**src/rtl/regfile_write_arbiter_pkg.sv**
```systemverilog
// Shared definitions for the register-file write arbiter.
// Register-index sizing and arbiter state encoding.
package regfile_write_arbiter_pkg;

    localparam int ARCH_REGS = 32;
    localparam int REG_IDX_W = $clog2(ARCH_REGS);
    localparam int REG_ZERO  = 0;

    typedef enum logic {
        NORMAL = 1'b0,
        STARVE = 1'b1
    } arb_state_e;

endpackage

```
**src/rtl/regfile_write_arbiter.sv**
```systemverilog
// Arbitrates the register-file write port between the writeback stage
// and the multi-cycle unit, forcing a stall if the latter starves.
module regfile_write_arbiter
    import regfile_write_arbiter_pkg::*;
#(
    parameter int SIZE     = ARCH_REGS,
    parameter int WIDTH    = 32,
    parameter int MAX_WAIT = 4
) (
    input  logic                    clk,
    input  logic                    rst,
    input  logic                    p_wn,
    input  logic [$clog2(SIZE)-1:0] p_rw,
    input  logic [WIDTH-1:0]        p_wd,
    input  logic                    m_valid,
    input  logic [$clog2(SIZE)-1:0] m_rw,
    input  logic [WIDTH-1:0]        m_wd,
    output logic                    m_ready,
    output logic                    stall,
    output logic                    wn,
    output logic [$clog2(SIZE)-1:0] rw,
    output logic [WIDTH-1:0]        wd
);

    localparam int AW = $clog2(SIZE);
    localparam int CW = $clog2(MAX_WAIT) + 1;

    arb_state_e    state;
    logic [CW-1:0] wait_cnt;

    logic p_req;
    logic m_hs;
    logic refuse;
    logic last_refusal;

    // A pipeline write to r0 does not occupy the port.
    assign p_req = p_wn && (p_rw != AW'(REG_ZERO));

    always_comb begin
        m_ready = m_valid;
        if (state == NORMAL && p_req) begin
            m_ready = 1'b0;
        end
    end

    assign m_hs         = m_valid && m_ready;
    assign refuse       = (state == NORMAL) && p_req && m_valid;
    assign last_refusal = (wait_cnt == CW'(MAX_WAIT - 1));

    always_ff @(posedge clk or posedge rst) begin
        if (rst) begin
            state    <= NORMAL;
            wait_cnt <= '0;
            stall    <= 1'b0;
            wn       <= 1'b0;
            rw       <= '0;
            wd       <= '0;
        end else begin
            wn    <= 1'b0;
            stall <= 1'b0;

            if (m_hs) begin
                wn <= (m_rw != AW'(REG_ZERO));
                rw <= m_rw;
                wd <= m_wd;
            end else if (state == NORMAL && p_req) begin
                wn <= 1'b1;
                rw <= p_rw;
                wd <= p_wd;
            end

            if (refuse) begin
                wait_cnt <= wait_cnt + CW'(1);
            end else begin
                wait_cnt <= '0;
            end

            // STARVE always lasts one cycle, with or without a handshake.
            unique case (state)
                NORMAL: begin
                    if (refuse && last_refusal) begin
                        state <= STARVE;
                        stall <= 1'b1;
                    end
                end
                STARVE: begin
                    state <= NORMAL;
                end
                default: begin
                    state <= NORMAL;
                end
            endcase
        end
    end

endmodule
```
**config.mk**
```make
export PLATFORM = sky130hd
export DESIGN_NAME = regfile_write_arbiter
export DESIGN_NICKNAME = d
export VERILOG_FILES = /design/src/rtl/regfile_write_arbiter_pkg.sv /design/src/rtl/regfile_write_arbiter.sv
export SDC_FILE = /design/constraint.sdc
export NUM_CORES = 1
export LEC_CHECK = 0
export ABC_AREA = 1
export CAP_MARGIN = 30
export CORE_MARGIN = 2
export CORE_UTILIZATION = 45
export CTS_CLUSTER_SIZE = 12
export DETAILED_ROUTE_END_ITERATION = 10
export GPL_TIMING_DRIVEN = 0
export HOLD_SLACK_MARGIN = 0.15
export MAX_ROUTING_LAYER = met4
export PLACE_DENSITY = 0.88
export SETUP_SLACK_MARGIN = 0.2
export SYNTH_ARGS = -nofsm -noshare
export SYNTH_HDL_FRONTEND = slang
export SYNTH_SLANG_ARGS = --single-unit
```
**constraint.sdc**
```tcl
create_clock -name clk -period 2 [get_ports clk]
set_input_delay 0.4 -clock clk [delete_from_list [all_inputs] [get_ports clk]]
set_output_delay 0.4 -clock clk [all_outputs]
set_load 0.005 [all_outputs]
```
==> results.py, run 1 <==
metrics = {
    "outcome": {
        "outcome": "finished clean",
    },
    "sta": {
        "setup_viol": 0,
        "min_period_over_period": 0.860,
        "skew_ns": 0.00382,
        "worstMarginPinSlew_ns": 0.512,
        "fmax_mhz": 581,
        "fin_crit_ns": 1.72,
        "fin_tns_setup_ns": 0,
        "rsz0062_at_grt": "no",
        "max-slew-margin-rel": 0.658,
        "finalHoldViolations": 0,
        "slew_viol_final": 0,
    },
    "place": {
        "place.port_buffers": 117,
        "post-dp-hpwl_mm": 5.31,
        "place_congestion": 0.819,
    },
    "detailed_routing": {
        "drc": 0,
        "drt_iter0_markers": 75,
        "firstDrtPassIters": 5,
        "wire_per_inst_um": 16.4,
        "via_per_inst": 5.33,
        "wirelength_mm": 7.19,
        "ant_nets": 0,
        "vias": 2336,
    },
    "logic_synthesis": {
        "synth.area.top_cells": "dfrtp_1, nand3_2, nand3_1",
        "ys_warn_count": 0,
        "yosysTopAreaCell": "dfrtp_1",
        "synthMuxAreaShare": 0,
        "synth_compound_area_frac": 0.00199,
        "netlist.area_leader.share": 0.418,
        "synth_xor_area_frac": 0,
        "syn_area_per_cell_sq_um": 10.5,
        "ys_types": 19,
        "syn-num-nets": 319,
        "synth_top_family_by_area": "simple AND/OR/NAND/NOR gates",
        "synthAdderAreaFrac": 0.00996,
        "synth-seq-area-share": 0.418,
        "synth_cells": 239,
        "synth-simple-area-share": 0.469,
        "synth-seq-cells": 42,
        "synth_area_sq_mm": 0.00251,
    },
    "critical_path": {
        "crit_type": "in -> out",
        "path_max_fanout": 2,
        "critPathSlowestCell": "dlygate4sd2_1",
        "worst_setup_path_end_kind": "output port",
        "required_ns": 1.60,
        "crit_path_start_kind": "primary input",
        "worst-path-buf-inv": 4,
        "cp.arrival_ns": 1.32,
        "worstPathCellList": "dlygate4sd2_1 > nor2_2 > nand3_4 > nand2_4 > buf_12 > inv_2 > nor2_1 > buf_2",
        "critical-path-top-delay-family": "buffers and inverters",
        "slowest_delay_ns": 0.25,
    },
    "clocking": {
        "hold_buffers": 0,
        "htreeDepth": 2,
        "cts_buffers": 5,
        "cts_tree": "done",
        "insertion_delay_ns": 0.29,
        "max-clock-path-buffers": 2,
        "cts_root_buf": "clkbuf_8",
        "clk_pin_slew_ns": 0.08,
        "cts.sinks": 42,
    },
    "floorplanning": {
        "die_w_um": 78.7,
        "io_pins": 118,
        "start_util": 0.462,
        "fp.dieH_um": 78.7,
        "dieArea_sq_mm": 0.00620,
        "core_area_sq_mm": 0.00544,
        "fp-row-count": 27,
    },
    "cells_and_area": {
        "synthToLayoutAreaGrowth_pct": 54.9,
        "drive_gt1_frac": 0.306,
        "final_util": 0.716,
        "fin_nets": 447,
        "antenna_cells": 0,
    },
    "grt": {
        "grt_overflow": 0,
        "grt_pass1_vias": 2457,
        "grt_use_total": 0.250,
        "antenna_found_initial": 0,
        "grt_max_degree": 38,
        "grt_pass1_wl_mm": 11.6,
    },
    "power": {
        "p_leak_nw": 1.72,
        "power_density_mw_per_mm2": 559,
        "vdd_drop_max_mv": 0.410,
    },
    "worst_hold_path": {
        "hold_class": "in -> async",
    },
    "run": {
        "cap_violations": 0,
    },
}
## where the power goes
part | switching, W | leakage [nW] | internal (W)
Combinational | 0.000258 | 1.16 | 0.000391
Clock | 0.000277 | 0.0431 | 0.000266
Sequential | 0.0000540 | 0.514 | 0.000929
## area by class of cell
class                           instances  area (sq um)
Buffer                                 23           230
Clock buffer                            6          82.6
Fill cell                             415          1550
Inverter                                8          30.0
Multi-Input combinational cell        166          1210
Sequential cell                        42          1050
Tap cell                               72          90.1
Timing Repair Buffer                  121          1200
## cells in the mapped netlist, drive strengths merged
cell    number
buf         20
clkbuf       3
dfrtp       42
ha           2
inv          8
nand2        6
nand3      147
nor2        10
o21ai        1
## registers in the layout, summed over array words and instances, names as in the netlist
| register | flops |
|---|---|
| wd | 32 |
| wn | 1 |
| rw | 5 |
| wait_cnt | 3 |
| stall | 1 |
## worst paths after layout
kind	from	to	slack, ns	cells past startpoint
worst max register to register	stall	rw[0]	0.67	7
worst min-delay path	rst	wd[2]	0.32	2
worst min register to register	wait_cnt[0]	wait_cnt[0]	0.44	1
max in group asynchronous	rst	wd[18]	1.25	3
worst max-delay path	p_rw[3]	m_ready	0.28	8
min in group clk	wait_cnt[0]	wait_cnt[0]	0.44	1
## kinds of logic (layout without fill, tap and decap cells)
group,count (synthesis),in the layout
flops,42,42
fa+ha+maj,2,2
buf+inv,31,158
compound gates,1,1
simple gates,163,163
## routing by layer
metal | part of all wire | vias up | global-route usage
met2 | 0.50 | 100 | 0.426
met4 | 0.017 | 0 | 0.0596
met5 | 0 | - | -
li1 | - | 1095 | -
met3 | 0.051 | 14 | 0.0420
met1 | 0.43 | 1127 | 0.311
## cell usage in the layout (no fill, tap or decap), types with 4 or more instances in the layout
master	synthesis	final
buf_4	4	6
inv_1	7	4
buf_2	10	11
dfrtp_1	42	42
nor2_1	7	7
clkdlybuf4s50_1	0	109
nand3_1	76	76
buf_12	5	6
nand3_2	70	70
inv_2	1	4
clkbuf_8	2	8
dlygate4sd2_1	0	7
nand2_1	5	5
## worst reg2reg max path: cells and delay by family, from the launching register on
kind | cells | cell delay (ns)
simple gates | 4 | 0.33
flops | 1 | 0.42
buf+inv | 3 | 0.48
## per-stage QoR
stage	worst slack [ns]	hold WS (ns)	cells	instance area [sq um]	power, W
floorplan	0.585	0.410	239	2510	0.00126
global placement	-0.487	0.421	428	3770	0.00163
detailed placement	-0.480	0.433	429	3790	0.00165
CTS	0.273	0.314	438	3890	0.00219
global route	0.225	0.311	438	3890	0.00228
finish	0.279	0.322	438	3890	0.00217
## what timing repair did
| item | in CTS | in global routing |
|---|---|---|
| endpoints found under the setup margin | 1 | 0 |
| endpoints found under the hold margin | 0 | 0 |
| gates resized for setup | 15 | 0 |
| buffers inserted | 3 | 0 |
(Power assumes the default switching activity.)
==> inputs of run 2 (changes only) <==
- CORE_MARGIN: 2 -> not set
- CTS_CLUSTER_DIAMETER: not set -> 100
- TNS_END_PERCENT: not set -> 20
==> run 2 against run 1 <==
  * Clock power about the same
  * Routed wire length is 1.3% lower
  * Worst hold slack better by 0.15 ns
  * Global-route usage is 1.2 points higher
  * Maximum frequency is 1.5% lower
  * Flip-flop and latch count did not move
  * First-iteration DRC count increased by 31%
  * Via count down 0.21%
  * Final cell count down 0.46%
  * Largest power group unchanged
==> results.py, run 2 (synthesis gave the netlist of run 1 again) <==
metrics = {
    "floorplanning": {
        "fp-row-count": 26,
        "fp.dieH_um": 76.7,
        "core_area_sq_mm": 0.00524,
        "io_pins": 118,
        "dieArea_sq_mm": 0.00589,
        "die_w_um": 76.7,
        "start_util": 0.480,
    },
    "detailed_routing": {
        "drc": 0,
        "ant_nets": 0,
        "drt_iter0_markers": 98,
        "wire_per_inst_um": 16.3,
        "via_per_inst": 5.35,
        "vias": 2331,
        "firstDrtPassIters": 4,
        "wirelength_mm": 7.10,
    },
    "grt": {
        "grt_max_degree": 43,
        "grt_pass1_vias": 2398,
        "grt_pass1_wl_mm": 11.8,
        "grt_overflow": 0,
        "antenna_found_initial": 0,
        "grt_use_total": 0.261,
    },
    "place": {
        "place_congestion": 0.794,
        "post_dp_cell_area_sq_mm": 0.00377,
        "placed_cells": 426,
        "place.port_buffers": 117,
        "post-dp-hpwl_mm": 5.13,
    },
    "worst_hold_path": {
        "hold_class": "reg -> reg",
        "hp-start": "wait_cnt[0]",
        "whs_path_depth": 1,
    },
    "sta": {
        "fin_crit_ns": 1.75,
        "max-slew-margin-rel": 0.398,
        "skew_ns": 0.00502,
        "rsz0062_at_grt": "no",
        "setup_viol": 0,
        "slew_viol_final": 0,
        "worstMarginPinSlew_ns": 0.902,
        "hold_slack_ns": 0.468,
        "min_period_over_period": 0.874,
        "finalHoldViolations": 0,
        "fmax_mhz": 572,
    },
    "critical_path": {
        "crit_path_start_kind": "primary input",
        "cp.arrival_ns": 1.35,
        "path_max_fanout": 10,
        "r2r_start": "stall",
        "critPathLaunch": "m_valid",
        "reg2reg_depth": 7,
        "worst_setup_path_end_kind": "output port",
        "crit_type": "in -> out",
        "required_ns": 1.60,
    },
    "cells_and_area": {
        "seq_area_sq_mm": 0.00105,
        "multi_input_area_sq_mm": 0.00121,
        "reg_top3": "wd: 32 flops, rw: 5 flops, wait_cnt: 3 flops",
        "synthToLayoutAreaGrowth_pct": 54.2,
        "largest_reg_flops": 32,
        "final_common_cell": "clkdlybuf4s50_1",
        "final_area_sq_mm": 0.00387,
        "drive_gt1_frac": 0.309,
        "layout_common_cells": "clkdlybuf4s50_1, nand3_1, nand3_2",
        "largest_register": "wd",
        "finalNonFillerCells": 436,
        "fill_cells": 421,
        "antenna_cells": 0,
        "fin_nets": 447,
    },
    "clocking": {
        "insertion_delay_ns": 0.29,
        "clk_pin_slew_ns": 0.08,
        "cts_root_buf": "clkbuf_8",
        "hold_buffers": 0,
        "htreeDepth": 2,
        "max-clock-path-buffers": 2,
        "cts_buffers": 5,
        "cts.sinks": 42,
        "cts_tree": "done",
    },
    "power": {
        "vdd_drop_max_mv": 0.307,
        "power_density_mw_per_mm2": 560,
        "p_leak_nw": 1.71,
    },
    "outcome": {
        "outcome": "finished clean",
    },
    "run": {
        "cap_violations": 0,
    },
}
run 2: cell count changes in the layout (fill, tap and decap cells not counted), sizes merged:
cell           change
clkdlybuf4s15      +2
dlygate4sd2        -2
run 2: power breakdown:
group          leakage (nW)  internal, W  total [W]  switching (W)
Clock                0.0431     0.000266   0.000542       0.000276
Combinational          1.15     0.000387   0.000645       0.000258
Sequential            0.514     0.000929   0.000981      0.0000523
run 2: what timing repair did:
item / 4_1_cts / 5_1_grt
setup endpoints to repair: 1 / 1
pin swaps: 5 / 3
setup buffers: 3 / 1
gates resized for setup: 13 / 3
run 2: final timing paths:
check | endpoint | slack (ns)
min in group asynchronous | wd[7] | 0.63
max in group asynchronous | wd[17] | 0.82
worst min-delay path | wait_cnt[0] | 0.47
worst max-delay path | m_ready | 0.25
worst min register to register | wait_cnt[0] | 0.47
worst max register to register | wd[19] | 0.68
run 2: cell type report:
class,count,area share
sequential,42,0.271
inverter,8,0.00775
tap,70,0.0226
multi-input combinational,166,0.313
timing repair buffer,121,0.307
buffer,23,0.0575
clock buffer,6,0.0213
run 2: per-layer routing:
metal / global-route usage / vias up / wire (um)
met5: - / - / 0
met4: 0.0519 / 0 / 46
met3: 0.0476 / 5 / 320
met2: 0.448 / 79 / 3680
met1: 0.322 / 1149 / 3050
li1: - / 1098 / -
run 2: through the flow:
stage	setup TNS (ns)	worst slack (ns)	utilization	power, W
6_report	0	0.252	0.740	0.00217
5_1_grt	0	0.203	0.740	0.00227
4_1_cts	0	0.208	0.737	0.00218
3_5_place_dp	-0.523	-0.523	0.720	0.00164
3_3_place_gp	-13.19	-0.480	0.720	0.00163
2_1_floorplan	0	0.585	-	0.00126
run 2: critical path, cell delays in order:
cell and delay, ns:
clkdlybuf4s15_1 0.23, inv_1 0.09, buf_4 0.18, buf_4 0.25, nor2_2 0.06, buf_2 0.13
